==> src/rtl/if_axi_bridge_if.sv <==
// Bundle of the fetch-side request/response and AXI4 AR/R signals for if_axi_bridge.
// The master modport is the bridge's view; the slave modport is the fetch stage plus AXI slave.
interface if_axi_bridge_if #(
  parameter int unsigned ADDR_W = 64,
  parameter int unsigned DATA_W = 64,
  parameter int unsigned ID_W   = 4
);
  logic              if_valid;
  logic [ADDR_W-1:0] if_addr;
  logic [1:0]        if_size;
  logic              if_ready;
  logic [1:0]        if_resp;
  logic [DATA_W-1:0] if_data_read;

  logic              axi_ar_valid;
  logic              axi_ar_ready;
  logic [ADDR_W-1:0] axi_ar_addr;
  logic [ID_W-1:0]   axi_ar_id;
  logic [7:0]        axi_ar_len;
  logic [2:0]        axi_ar_size;
  logic [1:0]        axi_ar_burst;

  logic              axi_r_valid;
  logic              axi_r_ready;
  logic [DATA_W-1:0] axi_r_data;
  logic [1:0]        axi_r_resp;
  logic              axi_r_last;
  logic [ID_W-1:0]   axi_r_id;

  modport master (
    input  if_valid, if_addr, if_size,
    output if_ready, if_resp, if_data_read,
    output axi_ar_valid, axi_ar_addr, axi_ar_id, axi_ar_len, axi_ar_size, axi_ar_burst,
    input  axi_ar_ready,
    input  axi_r_valid, axi_r_data, axi_r_resp, axi_r_last, axi_r_id,
    output axi_r_ready
  );

  modport slave (
    output if_valid, if_addr, if_size,
    input  if_ready, if_resp, if_data_read,
    input  axi_ar_valid, axi_ar_addr, axi_ar_id, axi_ar_len, axi_ar_size, axi_ar_burst,
    output axi_ar_ready,
    output axi_r_valid, axi_r_data, axi_r_resp, axi_r_last, axi_r_id,
    input  axi_r_ready
  );
endinterface

==> src/rtl/if_axi_bridge.sv <==
// Instruction fetch to AXI4 read bridge: one single-beat read per fetch request,
// right-justified data returned with a one-cycle if_ready pulse and held afterwards.
module if_axi_bridge #(
  parameter int unsigned ADDR_W = 64,
  parameter int unsigned DATA_W = 64,
  parameter int unsigned ID_W   = 4,
  parameter int unsigned AXI_ID = 0
) (
  input logic             clk,
  input logic             rst,
  if_axi_bridge_if.master bus
);
  localparam int unsigned BYTES       = DATA_W / 8;
  localparam int unsigned OFF_W       = $clog2(BYTES);
  localparam logic [1:0]  RESP_SLVERR = 2'b10;

  typedef enum logic [2:0] {
    S_IDLE = 3'd0,
    S_AR   = 3'd1,
    S_R    = 3'd2,
    S_DONE = 3'd3,
    S_ERR  = 3'd4
  } state_t;

  state_t            state_q, state_d;
  logic [ADDR_W-1:0] req_addr_q;
  logic [1:0]        req_size_q;
  logic              holdoff_q;

  logic              ar_valid_q, ar_valid_d;
  logic [ADDR_W-1:0] ar_addr_q, ar_addr_d;
  logic              r_ready_q, r_ready_d;
  logic              if_ready_q, if_ready_d;
  logic [1:0]        if_resp_q, if_resp_d;
  logic [DATA_W-1:0] if_data_q, if_data_d;

  logic              take_c;
  logic              misaligned_c;
  logic              r_hit_c;
  logic              addr_match_c;
  logic [31:0]       size_bytes_c;
  logic [31:0]       offset_c;
  logic [DATA_W-1:0] data_mask_c;
  logic [DATA_W-1:0] rdata_c;
  logic              unused_r_last;

  // Single-beat reads never need r_last.
  assign unused_r_last = bus.axi_r_last;

  // A request is only accepted in IDLE, and not in the cycle straight after a completion.
  assign take_c       = (state_q == S_IDLE) && bus.if_valid && !holdoff_q;
  assign r_hit_c      = (state_q == S_R) && bus.axi_r_valid && (bus.axi_r_id == ID_W'(AXI_ID));
  assign addr_match_c = bus.if_valid && (bus.if_addr == req_addr_q);

  // Natural alignment and beat-boundary check on the incoming request.
  always_comb begin : align_check
    size_bytes_c = 32'd1 << bus.if_size;
    offset_c     = 32'(bus.if_addr[OFF_W-1:0]);
    misaligned_c = ((offset_c & (size_bytes_c - 32'd1)) != 32'd0) ||
                   ((offset_c + size_bytes_c) > BYTES);
  end

  // Shift the addressed bytes down to bit 0 and zero everything above the access size.
  always_comb begin : extract
    case (req_size_q)
      2'd0:    data_mask_c = DATA_W'(8'hFF);
      2'd1:    data_mask_c = DATA_W'(16'hFFFF);
      2'd2:    data_mask_c = DATA_W'(32'hFFFF_FFFF);
      default: data_mask_c = '1;
    endcase
    rdata_c = (bus.axi_r_data >> {req_addr_q[OFF_W-1:0], 3'b000}) & data_mask_c;
  end

  always_ff @(posedge clk or posedge rst) begin : state_reg
    if (rst) state_q <= S_IDLE;
    else     state_q <= state_d;
  end

  always_comb begin : next_state
    state_d = state_q;
    case (state_q)
      S_IDLE:  if (take_c) state_d = misaligned_c ? S_ERR : S_AR;
      S_AR:    if (bus.axi_ar_ready) state_d = S_R;
      S_R:     if (r_hit_c) state_d = S_DONE;
      S_DONE:  state_d = S_IDLE;
      S_ERR:   state_d = S_IDLE;
      default: state_d = S_IDLE;
    endcase
  end

  // Next values of the registered outputs; completion is decided on the R beat itself
  // so that if_ready appears in the DONE cycle.
  always_comb begin : output_logic
    ar_valid_d = (state_d == S_AR);
    r_ready_d  = (state_d == S_R);
    ar_addr_d  = ar_addr_q;
    if_ready_d = 1'b0;
    if_resp_d  = if_resp_q;
    if_data_d  = if_data_q;
    if (take_c && !misaligned_c) begin
      ar_addr_d = {bus.if_addr[ADDR_W-1:OFF_W], {OFF_W{1'b0}}};
    end
    if (take_c && misaligned_c) begin
      if_ready_d = 1'b1;
      if_resp_d  = RESP_SLVERR;
    end
    if (r_hit_c && addr_match_c) begin
      if_ready_d = 1'b1;
      if_resp_d  = bus.axi_r_resp;
      if_data_d  = rdata_c;
    end
  end

  always_ff @(posedge clk or posedge rst) begin : out_reg
    if (rst) begin
      ar_valid_q <= 1'b0;
      ar_addr_q  <= '0;
      r_ready_q  <= 1'b0;
      if_ready_q <= 1'b0;
      if_resp_q  <= 2'b00;
      if_data_q  <= '0;
    end else begin
      ar_valid_q <= ar_valid_d;
      ar_addr_q  <= ar_addr_d;
      r_ready_q  <= r_ready_d;
      if_ready_q <= if_ready_d;
      if_resp_q  <= if_resp_d;
      if_data_q  <= if_data_d;
    end
  end

  // Latched request plus the one-cycle post-completion holdoff.
  always_ff @(posedge clk or posedge rst) begin : req_reg
    if (rst) begin
      req_addr_q <= '0;
      req_size_q <= 2'b00;
      holdoff_q  <= 1'b0;
    end else begin
      holdoff_q <= (state_q == S_DONE) || (state_q == S_ERR);
      if (take_c) begin
        req_addr_q <= bus.if_addr;
        req_size_q <= bus.if_size;
      end
    end
  end

  assign bus.axi_ar_valid = ar_valid_q;
  assign bus.axi_ar_addr  = ar_addr_q;
  assign bus.axi_ar_id    = ID_W'(AXI_ID);
  assign bus.axi_ar_len   = 8'd0;
  assign bus.axi_ar_size  = 3'b011;
  assign bus.axi_ar_burst = 2'b01;
  assign bus.axi_r_ready  = r_ready_q;
  assign bus.if_ready     = if_ready_q;
  assign bus.if_resp      = if_resp_q;
  assign bus.if_data_read = if_data_q;

endmodule
==> src/flat_wrapper.sv <==
// flat-port wrapper written by rule: the top's interface ports become plain ports
module if_axi_bridge_flat 
#(
  parameter int unsigned ADDR_W = 64,
  parameter int unsigned DATA_W = 64,
  parameter int unsigned ID_W   = 4,
  parameter int unsigned AXI_ID = 0
)
  (clk, rst, bus_if_valid, bus_if_addr, bus_if_size, bus_if_ready, bus_if_resp, bus_if_data_read, bus_axi_ar_valid, bus_axi_ar_addr, bus_axi_ar_id, bus_axi_ar_len, bus_axi_ar_size, bus_axi_ar_burst, bus_axi_ar_ready, bus_axi_r_valid, bus_axi_r_data, bus_axi_r_resp, bus_axi_r_last, bus_axi_r_id, bus_axi_r_ready);
  if_axi_bridge_if #(.ADDR_W(ADDR_W), .DATA_W(DATA_W), .ID_W(ID_W)) bus_i ();
  input logic clk;
  input logic rst;
  input wire logic [$bits(bus_i.if_valid)-1:0] bus_if_valid;
  input wire logic [$bits(bus_i.if_addr)-1:0] bus_if_addr;
  input wire logic [$bits(bus_i.if_size)-1:0] bus_if_size;
  output wire logic [$bits(bus_i.if_ready)-1:0] bus_if_ready;
  output wire logic [$bits(bus_i.if_resp)-1:0] bus_if_resp;
  output wire logic [$bits(bus_i.if_data_read)-1:0] bus_if_data_read;
  output wire logic [$bits(bus_i.axi_ar_valid)-1:0] bus_axi_ar_valid;
  output wire logic [$bits(bus_i.axi_ar_addr)-1:0] bus_axi_ar_addr;
  output wire logic [$bits(bus_i.axi_ar_id)-1:0] bus_axi_ar_id;
  output wire logic [$bits(bus_i.axi_ar_len)-1:0] bus_axi_ar_len;
  output wire logic [$bits(bus_i.axi_ar_size)-1:0] bus_axi_ar_size;
  output wire logic [$bits(bus_i.axi_ar_burst)-1:0] bus_axi_ar_burst;
  input wire logic [$bits(bus_i.axi_ar_ready)-1:0] bus_axi_ar_ready;
  input wire logic [$bits(bus_i.axi_r_valid)-1:0] bus_axi_r_valid;
  input wire logic [$bits(bus_i.axi_r_data)-1:0] bus_axi_r_data;
  input wire logic [$bits(bus_i.axi_r_resp)-1:0] bus_axi_r_resp;
  input wire logic [$bits(bus_i.axi_r_last)-1:0] bus_axi_r_last;
  input wire logic [$bits(bus_i.axi_r_id)-1:0] bus_axi_r_id;
  output wire logic [$bits(bus_i.axi_r_ready)-1:0] bus_axi_r_ready;
  assign bus_i.if_valid = bus_if_valid;
  assign bus_i.if_addr = bus_if_addr;
  assign bus_i.if_size = bus_if_size;
  assign bus_if_ready = bus_i.if_ready;
  assign bus_if_resp = bus_i.if_resp;
  assign bus_if_data_read = bus_i.if_data_read;
  assign bus_axi_ar_valid = bus_i.axi_ar_valid;
  assign bus_axi_ar_addr = bus_i.axi_ar_addr;
  assign bus_axi_ar_id = bus_i.axi_ar_id;
  assign bus_axi_ar_len = bus_i.axi_ar_len;
  assign bus_axi_ar_size = bus_i.axi_ar_size;
  assign bus_axi_ar_burst = bus_i.axi_ar_burst;
  assign bus_i.axi_ar_ready = bus_axi_ar_ready;
  assign bus_i.axi_r_valid = bus_axi_r_valid;
  assign bus_i.axi_r_data = bus_axi_r_data;
  assign bus_i.axi_r_resp = bus_axi_r_resp;
  assign bus_i.axi_r_last = bus_axi_r_last;
  assign bus_i.axi_r_id = bus_axi_r_id;
  assign bus_axi_r_ready = bus_i.axi_r_ready;
  if_axi_bridge #(.ADDR_W(ADDR_W), .DATA_W(DATA_W), .ID_W(ID_W), .AXI_ID(AXI_ID)) u_core (.clk(clk), .rst(rst), .bus(bus_i));
endmodule
==> config.mk <==
export PLATFORM = sky130hd
export DESIGN_NAME = if_axi_bridge_flat
export DESIGN_NICKNAME = d
export VERILOG_FILES = /design/src/rtl/if_axi_bridge_if.sv /design/src/rtl/if_axi_bridge.sv /design/src/flat_wrapper.sv
export SDC_FILE = /design/constraint.sdc
export NUM_CORES = 1
export LEC_CHECK = 0
export ABC_AREA = 1
export CORE_MARGIN = 10
export CORE_UTILIZATION = 49
export DETAILED_ROUTE_END_ITERATION = 8
export HOLD_SLACK_MARGIN = 0.12
export PLACE_DENSITY_LB_ADDON = 0.12
export SLEW_MARGIN = 20
export SYNTH_ARGS = -nofsm -noshare
export SYNTH_HDL_FRONTEND = slang
export SYNTH_SLANG_ARGS = --single-unit
==> constraint.sdc <==
create_clock -name clk -period 7.9 [get_ports clk]
set_clock_uncertainty 0.05 [all_clocks]
set_input_delay 1.58 -clock clk [delete_from_list [all_inputs] [get_ports clk]]
set_output_delay 1.58 -clock clk [all_outputs]
set_load 0.05 [all_outputs]
== Word level (Yosys, flattened, before mapping) ==
Cells that the tools add are included.

* Bits of input ports: 142
* Output and inout port bits: 150
* Bits in registers: 200
* Word-level logic and storage cells: 53

* $lt $le $gt $ge: 1
* Shifts and indexed selects: 2
* $add $sub $neg: 2
* Muxes and demuxes: 10
* Reductions and logical operators: 17
* Bitwise operators: 2
* Equality and inequality tests: 9

{| class="wikitable"
|+ Operator list
! kind !! count
|-
| $pmux 64 s3 || 1
|-
| $and 64x64->64 || 1
|-
| $eq 64x64->1 || 1
|-
| $shr 64x6->64 || 1
|-
| $add 3x32->32 || 1
|-
| $and 3x32->32 || 1
|-
| $gt 32x4->1 const B || 1
|-
| $reduce_bool 32->1 || 1
|-
| $shl 1x2->32 const A || 1
|-
| $sub 32x1->32 const B || 1
|-
| $mux 3 || 4
|-
| $eq 3x2->1 const B || 3
|-
| $pmux 3 s3 || 1
|-
| $logic_and 1x1->1 || 8
|-
| $eq 3x1->1 const B || 2
|-
| $logic_not 4->1 || 1
|-
| $mux 2 || 2
|-
| $eq 3x3->1 const B || 1
|-
| $logic_not 3->1 || 1
|-
| $eq 2x1->1 const B || 1
|-
| $eq 2x2->1 const B || 1
|-
| $logic_not 1->1 || 2
|-
| $logic_not 2->1 || 1
|-
| $logic_or 1x1->1 || 2
|-
| other kinds (2) || 3
|}

== Logic depth before layout (Yosys ltp) ==
* Depth after elaboration: 9
* Depth in mapped cells: 14
* Mapped depth without buffers: 13

== Worst setup path after synthesis ==
OpenSTA, ideal clock, no wires.

* Path type: input -> register
* Start: input bus_if_size[0]
* End: register u_core.ar_addr_q[9] (netlist: u_core.bus.axi_ar_addr[9])
* Path buffers: 2
* Arrival time: 3.221 ns
* Slack: 4.498 ns
* Cell stages on the path: 12
* Required time: 7.719 ns
* Library setup time: 0.131 ns
* Cells stage by stage: nor2_1 > ha_1 > inv_1 > fa_1 > xor2_1 > nand3_1 > nand3b_1 > nand3_2 > buf_2 > buf_2 > nand2_1 > o21ai_0

* Word-level cells in the longest chain between the ends: 7
* Elaborated cells between the ends (all ways): 9
* Classes of those cells: add/sub: 2; order compare: 1; shift: 1; bitwise: 1; reduce/logical: 4

{| class="wikitable"
|+ Ends and longest elaborated chain
! element !! RTL line !! source
|-
| start: declaration || flat_wrapper.sv:15 || <nowiki>input wire logic [$bits(bus_i.if_size)-1:0] bus_if_size;</nowiki>
|-
| $shl 1x2->32 (*) || if_axi_bridge.sv:57 || <nowiki>size_bytes_c = 32'd1 << bus.if_size;</nowiki>
|-
| branches (longest 3 deep; another with $add 3x32->32) || n/a ||
|-
| $logic_or 1x1->1 (*) || if_axi_bridge.sv:59 || <nowiki>misaligned_c = ((offset_c & (size_bytes_c - 32'd1)) != 32'd0) ||</nowiki>
|-
| $logic_not 1->1 (*) || if_axi_bridge.sv:100 || <nowiki>if (take_c && !misaligned_c) begin</nowiki>
|-
| $logic_and 1x1->1 (*) || if_axi_bridge.sv:100 ||
|-
| end signal: assignment || if_axi_bridge.sv:124 || <nowiki>ar_addr_q <= ar_addr_d;</nowiki>
|-
| end: declaration || if_axi_bridge.sv:31 || <nowiki>logic [ADDR_W-1:0] ar_addr_q, ar_addr_d;</nowiki>
|}

Every way passes the cells marked *.
A chain may end at the register's enable or synchronous reset.

== Worst setup path after layout ==
* Start: input bus_if_size[0]
* End: register u_core.ar_addr_q[29] (netlist: u_core.bus.axi_ar_addr[29])

Same word-level chain as after synthesis.

==> reports/summary.txt <==
outcome -> completed
Hold Path Class -> reg -> reg
most frequently used flop master after synthesis -> dfrtp_1
final WL -> 35860 um
RSZ-0062 raised after global routing -> no
Max Fclk -> 0.2279 GHz
WP depth -> 12
CTS Buffer Depth -> 2
Yosys top cell area share -> 45.73%
Final HPWL DP -> 27000 um
Post-synth EDFFs -> 0
layout cell share with drive strength beyond 1 -> 3.417%
CTS tree -> done
cells after synthesis -> 1525
die area -> 28710 um2
Ys Warns -> 0
hold-fix buffers at CTS -> 0
R2R setup slack -> 4.22 ns
max-cap violations -> 0
Worst slew margin -> 27.49%
largest net degree at the start of global routing -> 128
root buffer cell -> clkbuf_16
Die Span Y -> 169.5 um
vias in the first global route -> 9498
PwrDens -> 353.7 nW/um2
switching share of power -> 48.79%
TritonCTS Buffers -> 17
first-pass GRT wire length -> 54670 um
initial antenna violation count -> 5
H-tree depth -> 4
Setup CP Type -> in -> reg
maximum vdd drop -> 0.2434 mV
initial core utilization -> 49.99%
CTS clk-pin slew, worst paths -> 0.09 ns
internal power -> 2584 uW
Crit path largest cell delay -> 0.58 ns
maximum fanout along the worst path -> 63
Avg Inst Size Synth -> 7.177 um2
CP Launch Type -> input port
violation count after the first detailed-route iteration -> 1075
Synth-to-Final Area Change -> 30.38%
sequential area share after synthesis -> 45.73%
WHS Path Cells -> 2
Synth async-reset ratio -> 100.0%
post-CTS sizing -> 0
Cell Rows -> 54
final setup fails -> 0
Worst Path Arrival -> 4.64 ns
Top delay family on crit path -> buffers and inverters
Area contributors post-synth -> dfrtp_1 (46%), nand2_1 (19%), o21ai_0 (11%)
placeable core region -> 21890 um2
Least-Margin Pin Slew -> 1.088 ns
Hold Crit Endpoint -> u_core.bus.axi_ar_addr[54]$_DFFE_PP0P_
crit share post-route -> 55.55%
LEAKAGE -> 0.006845 uW
setup_tns -> 0 ns
die width -> 169.5 um
Mapped Area -> 10940 um2
fin crit period -> 4.389 ns
worst hold slack -> 0.4361 ns
Vias/cell -> 5.152
#FFs+latches synth -> 200
crit path buf inv count -> 3
final core occ -> 65.18%
Worst R2R Start -> u_core.req_addr_q[0]$_DFFE_PP0P_
drt first pass iters -> 5
clock share of power -> 17.6%
net switching power figure -> 2462 uW
wire length per cell -> 17.58 um
Slew Viols, Final -> 0
CP endpoint kind -> flop
GR Overflow Total -> 0
GRT Total Usage -> 24.20%
drt drc -> 0
DR vias -> 10510
slowest stage cell, crit path -> buf_4
sequential power share -> 31.6%
Comb pwr share -> 50.9%
Yosys cell types -> 37
crit-path cells -> clkdlybuf4s50_1 > nor2_1 > ha_1 > inv_1 > fa_1 > o21ai_0 > nand2_1 > nand2_1 > a21oi_1 > nand3_4 > buf_4 > o21ai_0
leading area contributor after synthesis -> dfrtp_1
Routed Antenna Nets -> 0
FF-to-FF End -> u_core.bus.if_data_read[51]$_DFFE_PP0P_
routability congestion estimate from global placement -> 0.9318
Clock Latency Late Sink -> 0.44 ns
# Post-CTS Setup Buffers -> 0
worst setup margin -> 3.511 ns
# clock sinks -> 200
Placement Setup Slack -> 3.036 ns
Worst R2R Path Depth -> 12
final hold violation count -> 0
required arrival time at the worst endpoint -> 8.15 ns
I/O pin total -> 292
Min-Delay Startpoint -> u_core.bus.axi_ar_addr[54]$_DFFE_PP0P_
Port Buffers -> 270
fin nets -> 1890
==> final cells by class <==
cell class | instances | area (um2)
antenna | 4 | 10.01
sequential | 200 | 5007
clock inverter | 13 | 151.4
fill | 1990 | 7622
tap | 280 | 350.3
multi-input combinational | 1064 | 4845
clock buffer | 19 | 442.9
inverter | 183 | 694.4
timing repair buffer | 277 | 2768
==> how the worst max path moves through the flow <==
stage	start	end	slack, ns
after floorplan	rst	u_core.bus.axi_ar_addr[10]$_DFFE_PP0P_	0.82
after global placement	bus_if_size[0]	u_core.bus.axi_ar_addr[34]$_DFFE_PP0P_	3.11
after detailed placement	bus_if_size[0]	u_core.bus.axi_ar_addr[28]$_DFFE_PP0P_	3.04
after CTS	bus_if_size[0]	u_core.bus.axi_ar_addr[28]$_DFFE_PP0P_	3.51
after global routing	bus_if_size[0]	u_core.bus.axi_ar_addr[28]$_DFFE_PP0P_	3.15
final	bus_if_size[0]	u_core.bus.axi_ar_addr[29]$_DFFE_PP0P_	3.51
==> cells in the mapped netlist, types with 4 or more instances <==
library cell,n
nand2_1,543
o21ai_0,240
dfrtp_1,200
inv_1,181
nor2_1,99
clkbuf_1,42
buf_2,28
nand3_1,26
o211ai_1,22
buf_4,20
a21oi_1,18
nand4_1,16
o21ai_1,14
mux2i_1,11
xnor2_1,11
o21ai_2,6
ha_1,4
nor3_1,4
o22ai_1,4
==> metal layers <==
metal  track usage (%)  share of wire, %
met1             35.85                46
met2             34.09                43
met3             6.786                10
met4             5.704              0.98
met5                 0             0.025
==> sequential cells by signal, summed over array words and instances, names as in the netlist <==
name                     count
u_core.bus.axi_ar_addr      61
u_core.bus.axi_ar_valid      1
u_core.bus.axi_r_ready       1
u_core.bus.if_data_read     64
u_core.bus.if_ready          1
u_core.bus.if_resp           2
u_core.holdoff_q             1
u_core.req_addr_q           64
u_core.req_size_q            2
u_core.state_q               3
==> power groups by stage <==
stage / clock network [uW] / registers (uW) / logic, uW
detailed placement: 0 / 1600 / 2540
finish: 888 / 1590 / 2570
CTS: 903 / 1590 / 2560
global route: 942 / 1630 / 2820
floorplan: 0 / 2040 / 1280
global placement: 0 / 1590 / 2510
==> logic make-up after synthesis <==
logic type / after synthesis / synth area share [%]
and+or+nand+nor: 701 / 25.37
muxes: 11 / 1.006
xor gates and xnor gates: 13 / 1.040
AOI/OAI and AO/OA: 314 / 15.34
other: 2 / 0.06862
buffers and inverters: 279 / 10.80
adders and majority gates: 5 / 0.6402
DFF: 200 / 45.73
==> worst register-to-register path, cell delays in order, from the launching register on <==
cell and delay [ns]:
dfrtp_2 1.08, inv_2 0.68, nand2_1 0.25, nand2_1 0.07, nor2_1 0.08, nand2_1 0.06
nor2_1 0.12, nand2_1 0.08, nor2_2 0.12, nand3_4 0.41, buf_12 0.40, nand2_1 0.11
o21ai_0 0.07
==> per-stage QoR <==
step,total power [uW],area [um2],cells
after CTS,5051,14240,2035
after global routing,5392,14270,2039
final,5046,14270,2040
after global placement,4100,13640,2003
after floorplan,3324,11010,1543
after detailed placement,4149,13640,2003
==> cell usage in the layout, fill, tap and decap left out, types with 3 or more instances in the layout <==
cell             netlist  routed
inv_8                  0       4
o21ai_1               14      14
ha_1                   4       4
conb_1                 2      20
inv_6                  0       5
xnor2_1               11      11
a211oi_1               3       3
nand4_1               16      16
a31oi_1                3       3
clkinv_8               0       4
mux2i_1               11      11
a21oi_1               18      18
clkdlybuf4s50_1        0     270
or2_2                  3       3
o22ai_1                4       4
buf_4                 20       6
nor3_1                 4       3
o21ai_2                6       6
o221ai_1               3       3
o211ai_1              22      22
inv_1                181     179
dfrtp_1              200     198
clkbuf_16              0      17
diode_2                0       4
nand2_1              543     543
nor3_2                 2       3
nand3_1               26      26
nor2_1                99      99
o21ai_0              240     240
Power figures use the tool's default switching activity.
